`src/rtl/div_pkg.sv`:
```
// div_pkg: shared types and control-bit indices for the divider result collector
package div_pkg;
  localparam int DIV_WIDTH = 8;
  localparam int C_OUT_A = 7;
  localparam int C_OUT_Q = 8;
  typedef enum logic [1:0] {WAIT_A, WAIT_Q, WAIT_STOP} cap_state_t;
  typedef struct packed {
    logic [DIV_WIDTH-1:0] remainder;
    logic [DIV_WIDTH-1:0] quotient;
  } div_result_t;
endpackage

```
`src/rtl/div_result_fifo.sv`:
```
// div_result_fifo: synchronous result FIFO; head holds the last popped entry while empty
module div_result_fifo import div_pkg::*; #(
  parameter type T = div_result_t,
  parameter int DEPTH = 2
) (
  input  logic clk,
  input  logic rst_n,
  input  logic push,
  input  logic pop,
  input  T     din,
  output logic full,
  output logic empty,
  output T     head
);
  localparam int AW = $clog2(DEPTH);
  T mem [DEPTH];
  T last_r;
  logic [AW:0] wr_ptr, rd_ptr;
  logic do_pop, do_push;
  assign empty = wr_ptr == rd_ptr;
  assign full = (wr_ptr[AW] != rd_ptr[AW]) && (wr_ptr[AW-1:0] == rd_ptr[AW-1:0]);
  assign do_pop = pop && !empty;
  assign do_push = push && (!full || do_pop);
  assign head = empty ? last_r : mem[rd_ptr[AW-1:0]];
  always_ff @(posedge clk)
    if (do_push) mem[wr_ptr[AW-1:0]] <= din;
  always_ff @(posedge clk)
    if (!rst_n) begin
      wr_ptr <= '0;
      rd_ptr <= '0;
      last_r <= '0;
    end else begin
      if (do_push) wr_ptr <= wr_ptr + (AW+1)'(1);
      if (do_pop) begin
        rd_ptr <= rd_ptr + (AW+1)'(1);
        last_r <= mem[rd_ptr[AW-1:0]];
      end
    end
endmodule

```
`src/rtl/div_result_collector.sv`:
```
// div_result_collector: pairs serial remainder/quotient words from the divider and queues them for a consumer
module div_result_collector import div_pkg::*; #(
  parameter int WIDTH = 8,
  parameter int DEPTH = 2
) (
  input  logic             clk,
  input  logic             rst_n,
  input  logic [WIDTH-1:0] outbus,
  input  logic             out_a,
  input  logic             out_q,
  input  logic             stop,
  output logic             res_valid,
  input  logic             res_ready,
  output logic [WIDTH-1:0] remainder,
  output logic [WIDTH-1:0] quotient,
  output logic             full,
  output logic             overflow,
  output logic             proto_err,
  input  logic             clr_flags
);
  typedef struct packed {
    logic [WIDTH-1:0] remainder;
    logic [WIDTH-1:0] quotient;
  } res_t;
  cap_state_t state;
  logic [WIDTH-1:0] rem_r, quo_r;
  logic both, pop, push_req, empty;
  res_t head;
  assign both = out_a && out_q;
  assign pop = res_valid && res_ready;
  assign push_req = state == WAIT_STOP && stop && !both;
  assign res_valid = !empty;
  assign remainder = head.remainder;
  assign quotient = head.quotient;
  always_ff @(posedge clk)
    if (!rst_n) begin
      state <= WAIT_A;
      rem_r <= '0;
      quo_r <= '0;
      overflow <= 1'b0;
      proto_err <= 1'b0;
    end else begin
      proto_err <= 1'b0;
      overflow <= (push_req && full && !pop) || (overflow && !clr_flags);
      if (both) proto_err <= 1'b1;
      else
        case (state)
          WAIT_A:
            if (out_a) begin
              rem_r <= outbus;
              state <= WAIT_Q;
            end else if (out_q || stop) proto_err <= 1'b1;
          WAIT_Q:
            if (out_q) begin
              quo_r <= outbus;
              state <= WAIT_STOP;
            end else if (out_a) begin
              proto_err <= 1'b1;
              rem_r <= outbus;
            end else if (stop) begin
              proto_err <= 1'b1;
              state <= WAIT_A;
            end
          WAIT_STOP:
            if (stop) state <= WAIT_A;
            else if (out_a) begin
              proto_err <= 1'b1;
              rem_r <= outbus;
              state <= WAIT_Q;
            end else if (out_q) proto_err <= 1'b1;
          default: state <= WAIT_A;
        endcase
    end
  div_result_fifo #(.T(res_t), .DEPTH(DEPTH)) u_fifo (
    .clk(clk),
    .rst_n(rst_n),
    .push(push_req),
    .pop(pop),
    .din('{remainder: rem_r, quotient: quo_r}),
    .full(full),
    .empty(empty),
    .head(head)
  );
endmodule
```
`config.mk`:
```
export PLATFORM = sky130hd
export DESIGN_NAME = div_result_collector
export DESIGN_NICKNAME = d
export VERILOG_FILES = /design/src/rtl/div_pkg.sv /design/src/rtl/div_result_fifo.sv /design/src/rtl/div_result_collector.sv
export SDC_FILE = /design/constraint.sdc
export NUM_CORES = 1
export LEC_CHECK = 0
export ABC_AREA = 1
export BUFFER_PORTS_ARGS = -buffer_cell sky130_fd_sc_hd__buf_2
export CAP_MARGIN = 20
export CORE_MARGIN = 10
export CORE_UTILIZATION = 30
export CTS_BUF_LIST = sky130_fd_sc_hd__clkbuf_8
export DETAILED_ROUTE_END_ITERATION = 10
export PLACE_DENSITY = 0.5
export SETUP_SLACK_MARGIN = 0.4
export SYNTH_ARGS = -nofsm -noshare
export SYNTH_HDL_FRONTEND = slang
export SYNTH_SLANG_ARGS = --single-unit
```
`constraint.sdc`:
```
create_clock -name clk -period 2 [get_ports clk]
set_clock_uncertainty 0.05 [all_clocks]
set_input_delay 0.2 -clock clk [delete_from_list [all_inputs] [get_ports clk]]
set_output_delay 0.2 -clock clk [all_outputs]
set_load 0.05 [all_outputs]
```
==> results.md, run 1 <==
* Status: finished clean
* Hold Startpoint: outbus[0]
* Gate power share at between 20% and 30%
* Port bufs at 34
* Biggest area consumer among synthesized cells: edfxtp_1
* Min-Delay Path Class: in2reg
* Largest net degree at the start of global routing at 38
* Syn_area_per_cell at approximately 8.4 µm²
* Clock transition at path regs at around 0.07 ns
* Fin. Hold Viols at 0
* Worst Setup End Kind: output port
* Setup TNS at 0 ns
* Gpl congestion at between 0.7 and 0.8
* Final setup viols at 0
* Crit-path max FO at 17
* Core area at 9860 µm²
* Switching pwr at ~1.1 mW
* TritonCTS buffer count at 9
* Crit Path Category: reg2out
* Vias in the first global route at 2,387
* Maximum buffer depth of the clock tree at 2
* Worst-Margin Slew at 0.653 ns
* Period minus WS final at about 1.7 ns
* Mapped Nets at roughly 380
* R2r endpoint: u_fifo.rd_ptr[0]
* Internal power at around 2.7 mW
* Unrepaired setup endpoints after global routing: true
* Synth-to-Final Area Change at 42.4%
* Top cells by area, synth: edfxtp_1, dfxtp_1, nand2_1
* Post-synth EDFFs at 32
* Fin Hold WS at slightly above 0.06 ns
* Final Max Tran Viols at 0
* Hold path cells at 3
* Initial DRC count at about 120
* Ant. Diodes at 0
* Worst flop-to-flop path startpoint: u_fifo.rd_ptr[0]
* NumNets Final at 443
* Peak supply drop at between 0.3 and 0.4 mV
* Syn Inst Count at ~360
* Die area at around 15,000 µm²
* Num ports at 35
* Clock latency on the worst-skew pair at approximately 0.34 ns
* Max-slew headroom at a little under three fifths
* Drt drc at 0
* Height of the die at roughly 120 µm
* Number of synthesized register bits at between 70 and 80
* Leakage power at around 1.8 nW
* Drt total wl at about 7100 µm
* Distinct cells, synth at 23
* Multi-input gate area at ~1300 µm²
* WP data arrival at 1.48 ns
* Power per cell area at approximately 870 nW/µm²
* Sequential-to-total area share from yosys stat at 58.3%
* DR pass1 iterations at 4
* Row cnt at 36
* Vias per inst at about 4.3
* Ys Warns at 0
* Part of the cycle the worst path needs at 86.7%
* Wire length of the first global-routing pass at ~12,000 µm
* Most used DFF post-synth: dfxtp_1
* R2R setup slack at just under 0.4 ns
* CTS tree: built
* Hold Path Sink: quo_r[0]
* Worst Reg-to-Reg Cells at 11
* Root Driver: clkbuf_8
* Worst EP required at approximately 1.8 ns
* Top post-synthesis cells by count: nand2_1, nor2_1, o21ai_0
* Clock sink total at between 70 and 80
* Asr flop ratio synth at 0%
* Gr usage total at 9.82%
* Switching share of power at 29.0%
* Area share of the largest cell type after synthesis at between 30% and 40%
* Worst setup SP type: register
* Die extent in x at roughly 120 µm
* Depth of the CTS H-tree at 3
* Final HPWL from detailed placement at 4430 µm
* # fillers at 950
* Most frequent cell after synthesis: nand2_1
* ANT nets after route at 0
* Initial antenna violation count at 0
* Sequential share of power at 44.1%
* Mapped Area at between 3000 and 4000 µm²
* Achievable Freq at approximately 580 MHz
* Initial Util at between 30% and 40%
* Post-DR wirelength/cell at between 10 and 15 µm
* Max-cap violations at 0
* Proportion of layout cells with a drive suffix above 1 at a little over a third
* Via count at 2,424
* Clock power share at roughly a third
* Storage cell area at around 1800 µm²
* GR Overflow Total at 0
[worst max path at each step]
stage / startpoint / endpoint / cells after the start
after floorplan: u_fifo.wr_ptr[0] / quotient[0] / 8
after global placement: u_fifo.wr_ptr[0] / remainder[2] / 9
after detailed placement: state[1] / u_fifo.mem[1][12] / 6
after CTS: register / quotient[2] / 5
after global routing: u_fifo.rd_ptr[1] / quotient[0] / 8
final: u_fifo.rd_ptr[1] / remainder[1] / 8
[layer usage]
metal  share of wire [%]  global-route usage, %  vias up
met5                   0                      0        -
met3                 3.9                   3.16        7
met2                  48                   16.2       30
li1                    -                      -     1290
met1                  47                   11.4     1097
met4                 1.6                   4.45        0
[worst max-delay path, cell delays in order, from the launching register on]
cell and delay, ns:
dfxtp_4 0.37, inv_2 0.04, nand2_2 0.06, nand2_2 0.08, nand2_8 0.11, buf_12 0.14, nand2_1 0.10, nand2_4 0.09
buf_8 0.14
[what timing repair did]
item,in CTS,in global routing
resized for setup,82,67
setup endpoints to repair,49,69
gates cloned,0,1
hold buffers,0,0
pin swaps,5,11
setup buffers,19,9
[registers in the layout, indices dropped and copies added, names as in the netlist, named ones only]
| signal | count |
|---|---|
| u_fifo.mem | 32 |
| u_fifo.last_r | 16 |
| quo_r | 8 |
| rem_r | 8 |
| state | 2 |
| u_fifo.rd_ptr | 2 |
| u_fifo.wr_ptr | 2 |
| overflow | 1 |
| proto_err | 1 |
[logic make-up (layout without fill, tap and decap cells)]
family / count (synthesis) / after routing / synth area share (%)
xor+xnor: 1 / 1 / 0.287
compound gates: 65 / 65 / 10.7
flops: 73 / 73 / 58.3
simple gates: 171 / 171 / 22.6
buf+inv: 54 / 123 / 8.03
[power by group through the flow]
stage                     Sequential (mW)  Clock, mW  Combinational [mW]
after global routing                 1.67       1.36               0.931
after floorplan                      1.69          0               0.459
after global placement               1.69          0               0.595
after CTS                            1.66       1.28               0.768
after detailed placement             1.69          0               0.598
final                                1.66       1.25               0.858
[stage by stage]
step / instance area, µm² / setup slack (ns) / instances / utilization, % / power [mW]
global route: 4350 / 0.194 / 566 / 44.1 / 3.96
CTS: 4030 / 0.263 / 556 / 40.9 / 3.71
floorplan: 3130 / 0.404 / 364 / - / 2.15
global placement: 3430 / 0.274 / 521 / 34.7 / 2.29
finish: 4350 / 0.265 / 566 / 44.1 / 3.77
detailed placement: 3430 / 0.244 / 521 / 34.7 / 2.29
[final cells by class]
type	instances	share of cell area [%]
Sequential cell	73	41.3
Multi-Input combinational cell	237	29.1
Timing Repair Buffer	68	17.0
Tap cell	133	3.83
Inverter	39	3.74
Clock buffer	9	2.85
Clock inverter	7	2.19
[placed cells by master (no fill, tap or decap), types with 16 or more instances in the layout]
cell | Yosys | final
nand2_1 | 102 | 63
nor2_1 | 52 | 50
o21ai_0 | 48 | 37
dfxtp_1 | 41 | 36
edfxtp_1 | 32 | 32
inv_1 | 35 | 29
nand2_2 | 4 | 27
buf_8 | 0 | 19
buf_4 | 1 | 17
buf_2 | 3 | 16
No activity file was read; power rests on OpenSTA's default activity.
==> run 2: changes to the inputs <==
ABC_AREA = unset   (was 1)
==> results.md, run 2 <==
* Core area at ~10000 µm²
* Row cnt at 36
* Max-cap violations at 0
* WP data arrival at 1.60 ns
* Via count at between 2,000 and 2,500
* Die extent in x at roughly 120 µm
* Power per cell area at ~860 nW/µm²
* Max reg flops at 32
* Depth of the CTS H-tree at 3
* Root Driver: clkbuf_8
* Post-DR wirelength/cell at roughly 15 µm
* Part of the cycle the worst path needs at roughly 90%
* Sequential-to-total area share from yosys stat at 59.8%
* Initial DRC count at 53
* Syn_area_per_cell at around 12 µm²
* Synth-to-Final Area Change at 43.3%
* Top post-synthesis cells by count: dfxtp_1, nand2_1, edfxtp_1
* Unrepaired setup endpoints after global routing: true
* Clock transition at path regs at around 0.07 ns
* Post-synth EDFFs at 32
* Most used DFF post-synth: dfxtp_1
* Clock latency on the worst-skew pair at about 0.33 ns
* Number of synthesized register bits at 73
* Maximum buffer depth of the clock tree at 2
* Most common cell after layout, fill and taps aside: dfxtp_1
* Final HPWL from detailed placement at 4240 µm
* Finished Layout Cells at between 400 and 500
* Ant. Diodes at 0
* Period minus WS final at between 1.5 and 2 ns
* Utilization after layout at a little over two fifths
* Initial Util at 30.6%
* Worst EP required at 1.75 ns
* Worst Setup End Kind: output port
* GR Overflow Total at 0
* Biggest area consumer among synthesized cells: edfxtp_1
* Ys Warns at 0
* Worst setup SP type: register
* Initial antenna violation count at 0
* Num ports at 35
* NumNets Final at between 300 and 400
* DR pass1 iterations at 4
* Most frequent cell after synthesis: dfxtp_1
* Peak supply drop at about 0.31 mV
* ANT nets after route at 0
* TritonCTS buffer count at 9
* # fillers at between 900 and 1,000
* Die area at 14,300 µm²
* Height of the die at about 120 µm
* Port bufs at 34
* Syn Inst Count at approximately 260
* Mapped Area at 2980 µm²
* Top cells by area, synth: edfxtp_1, dfxtp_1, mux2i_1
* Setup TNS at 0 ns
* Most frequent cells in the layout: dfxtp_1, nand2_1, edfxtp_1
* Final Max Tran Viols at 0
* Fin. Hold Viols at 0
* Post-placement cell count at around 420
* Asr flop ratio synth at 0%
* Clock sink total at 73
* Design Area, Final at ~4300 µm²
* Min-Delay Path Class: in2reg
* Crit Path Category: reg2out
* Gpl congestion at between 0.7 and 0.8
* Mapped Nets at approximately 270
* Distinct cells, synth at 26
* Drt total wl at 6610 µm
* Gr usage total at 9.38%
* Max-slew headroom at 69.4%
* Crit-path max FO at 6
* Largest net degree at the start of global routing at 34
* Vias per inst at around 4.5
* Proportion of layout cells with a drive suffix above 1 at a little over 40%
* Leakage power at roughly 1.7 nW
* Final setup viols at 0
* Wire length of the first global-routing pass at 10,800 µm
* Vias in the first global route at 2,025
* CTS tree: built
* Achievable Freq at 541 MHz
* Area share of the largest cell type after synthesis at between 30% and 40%
* Status: finished clean
* Drt drc at 0
* Worst-Margin Slew at around 0.46 ns
* Placed instance area at 3530 µm²
## run 2: cell count changes in the layout (fill, tap and decap cells not counted), moves of 15 or more
cell / previous run / this run
a21oi_4: 0 / 16
nand2_2: 27 / 1
o211a_1: 0 / 16
inv_1: 29 / 3
nand2_1: 63 / 35
nor2_1: 50 / 2
o21ai_0: 37 / 4
buf_8: 19 / 3
nor2b_1: 0 / 15
## run 2: path summary, 6_finish.rpt
path               startpoint                 to  slack [ns]  cells past startpoint
max          u_fifo.wr_ptr[1]       remainder[7]        0.15                      6
min                 outbus[7]           quo_r[7]        0.08                      3
max reg2reg  u_fifo.wr_ptr[0]  u_fifo.mem[0][10]        0.29                      5
min reg2reg          quo_r[5]   u_fifo.mem[1][5]        0.40                      0
## run 2: cell families (layout without fill, tap and decap cells)
| family | Yosys count | count (layout) | synth area share (%) |
|---|---|---|---|
| xor gates and xnor gates | 4 | 4 | 1.68 |
| buffers and inverters | 16 | 70 | 3.02 |
| and+or+nand+nor | 85 | 85 | 13.2 |
| DFF | 73 | 73 | 59.8 |
| AOI/OAI and AO/OA | 53 | 53 | 13.3 |
| muxes | 27 | 27 | 9.07 |
## run 2: cell type report
cell class	count	area, µm²	share of cell area [%]
clock buffers	10	138	3.22
well taps	133	166	3.90
flip-flops and latches	73	1800	42.0
multi-input cells	169	1530	35.8
repair buffers	54	591	13.8
clock inverters	6	51.3	1.20
## run 2: where the power goes
group / leakage, nW / switching, mW / internal, mW
combinational: 0.993 / 0.531 / 0.400
clock: 0.110 / 0.508 / 0.593
sequential: 0.643 / 0.0415 / 1.59
total: 1.74 / 1.08 / 2.58
## run 2: timing repair
action	4_1_cts	5_1_grt
hold endpoints to repair	1	0
hold buffers	1	0
gates resized for setup	86	19
gates cloned	3	0
buffers inserted	5	3
pin swaps	5	5
setup endpoints to repair	51	60
## run 2: through the flow
| step | setup slack (ns) | hold slack [ns] | total power, mW |
|---|---|---|---|
| 5_1_grt | 0.0740 | 0.0837 | 3.84 |
| 6_report | 0.151 | 0.0795 | 3.66 |
| 2_1_floorplan | 0.318 | 0.261 | 2.21 |
| 3_3_place_gp | 0.192 | 0.349 | 2.34 |
| 3_5_place_dp | 0.157 | 0.354 | 2.34 |
| 4_1_cts | 0.109 | 0.0572 | 3.69 |
## run 2: critical path, cell delays in order, from the launching register on
cell and delay, ns:
dfxtp_4 0.37, xnor2_4 0.19, nand2_4 0.10, bufbuf_16 0.30, nor2_4 0.10, a21oi_4 0.04
buf_6 0.16
## run 2: routing by layer
layer	vias up	part of all wire [%]	track usage [%]
met1	958	49	12.0
met2	30	46	14.4
met5	-	0	0
met3	7	3.9	3.14
met4	0	0.98	3.39
li1	1016	-	-
==> run 3: changes to the inputs <==
HOLD_SLACK_MARGIN = 0.12   (was unset)
==> results.md, run 3 (synthesized netlist as in run 2, its figures left out) <==
* Status: finished clean
* Setup TNS at 0 ns
* WP data arrival at between 1.5 and 2 ns
* Unrepaired setup endpoints after global routing: true
* DR pass1 iterations at 4
* Worst flop-to-flop path startpoint: u_fifo.wr_ptr[0]
* Drt drc at 0
* Via count at 2,043
* Finished Layout Cells at 453
* Power, Total at approximately 3.7 mW
* Largest net degree at the start of global routing at 34
* Drt total wl at between 6000 and 7000 µm
* Gpl congestion at between 0.7 and 0.8
* R2R setup slack at approximately 0.29 ns
* Worst EP required at ~1.8 ns
* Post-DR wirelength/cell at 14.6 µm
* Min-Delay Path Class: in2reg
* R2r endpoint: u_fifo.mem[0][10]
* ANT nets after route at 0
* NumNets Final at 330
* Depth of the CTS H-tree at 3
* Die area at about 14,000 µm²
* Max-cap violations at 0
* Max reg flops at 32
* Vias per inst at between 4 and 5
* Clock sink total at 73
* Period minus WS final at between 1.5 and 2 ns
* Clock latency on the worst-skew pair at 0.33 ns
* Fin. Hold Viols at 0
* Initial antenna violation count at 0
* TritonCTS buffer count at 9
* Crit path to: remainder[7]
* Crit-path max FO at 6
* Worst-Margin Slew at 0.462 ns
* Part of the cycle the worst path needs at between 90% and 100%
* Final HPWL from detailed placement at approximately 4200 µm
* Final setup viols at 0
* Max-slew headroom at a little under 70%
* Root Driver: clkbuf_8
* Worst Reg-to-Reg Cells at 5
* Worst Setup End Kind: output port
* Height of the die at 120 µm
* GR Overflow Total at 0
* Multi-input gate area at approximately 1500 µm²
* Peak supply drop at 0.308 mV
* Critical Path Start: u_fifo.wr_ptr[1]
* Synth-to-Final Area Change at 46.3%
* Clock transition at path regs at ~0.07 ns
* CTS tree: built
* Crit Path Category: reg2out
* Initial Util at 30.6%
* Die extent in x at ~120 µm
* Final Max Tran Viols at 0
* Row cnt at 36
* Proportion of layout cells with a drive suffix above 1 at 39.4%
* Most frequent cells in the layout: dfxtp_1, nand2_1, edfxtp_1
* Worst setup SP type: register
* Gr usage total at under 10%
* Most common cell after layout, fill and taps aside: dfxtp_1
* # fillers at roughly 940
* Vias in the first global route at between 2,000 and 2,500
* Achievable Freq at ~540 MHz
* Core area at a little under 10,000 µm²
* Maximum buffer depth of the clock tree at 2
* Storage cell area at 1800 µm²
* Leakage power at 1.78 nW
* Wire length of the first global-routing pass at between 10,000 and 15,000 µm
* Num ports at 35
* Ant. Diodes at 0
* Post-placement cell count at around 420
* Power per cell area at between 800 and 900 nW/µm²
* Port bufs at 34
* Fin Hold WS at ~0.23 ns
* Initial DRC count at 65
## run 3: cell count changes in the layout (fill, tap and decap cells not counted)
cell,before,now
mux2i_2,14,13
dlygate4sd3_1,1,9
mux2i_4,1,2
## run 3: worst min path at each step
stage               from       end  depth (start not counted)
2_1_floorplan  clr_flags  overflow                          1
3_3_place_gp   clr_flags  overflow                          2
3_5_place_dp   clr_flags  overflow                          2
4_1_cts            out_q  state[0]                          4
5_1_grt        res_ready  overflow                          4
6_report       res_ready  overflow                          4
## run 3: routing by layer
metal / part of all wire, % / routed length (µm) / GRT usage, % / vias up
li1: - / - / - / 1034
met1: 50 / 3270 / 11.9 / 966
met2: 46 / 3020 / 14.7 / 36
met3: 3.8 / 253 / 3.05 / 7
met4: 0.98 / 65 / 3.39 / 0
met5: 0 / 0 / 0 / -
## run 3: final cells by class
type | count | share of cell area (%)
timing repair buffer | 62 | 15.4
clock inverter | 6 | 1.18
multi-input combinational | 169 | 35.3
sequential | 73 | 41.2
clock buffer | 10 | 3.16
tap | 133 | 3.82
## run 3: metrics by stage
stage | setup slack [ns] | cell area, µm² | util [%]
final | 0.152 | 4360 | 44.8
after global routing | 0.0775 | 4360 | 44.8
after CTS | 0.109 | 4240 | 43.5
after detailed placement | 0.157 | 3530 | 36.3
after global placement | 0.192 | 3530 | 36.3
after floorplan | 0.318 | 3210 | -
## run 3: power by group
group          switching [mW]  internal [mW]  leakage (nW)
combinational           0.533          0.411          1.02
clock                   0.506          0.593         0.110
sequential             0.0415           1.59         0.643
total                    1.08           2.59          1.78
## run 3: critical path: stages (launching register included)
cell	delay, ns
dfxtp_4	0.37
xnor2_4	0.19
nand2_4	0.10
bufbuf_16	0.30
nor2_4	0.10
a21oi_4	0.04
buf_6	0.16
## run 3: repair_timing
| item | 4_1_cts | 5_1_grt |
|---|---|---|
| pin swaps | 5 | 5 |
| buffers inserted | 5 | 3 |
| gates cloned | 3 | 0 |
| setup endpoints to repair | 51 | 60 |
| resized for setup | 86 | 20 |
| endpoints found under the hold margin | 17 | 0 |
| hold buffers | 9 | 0 |
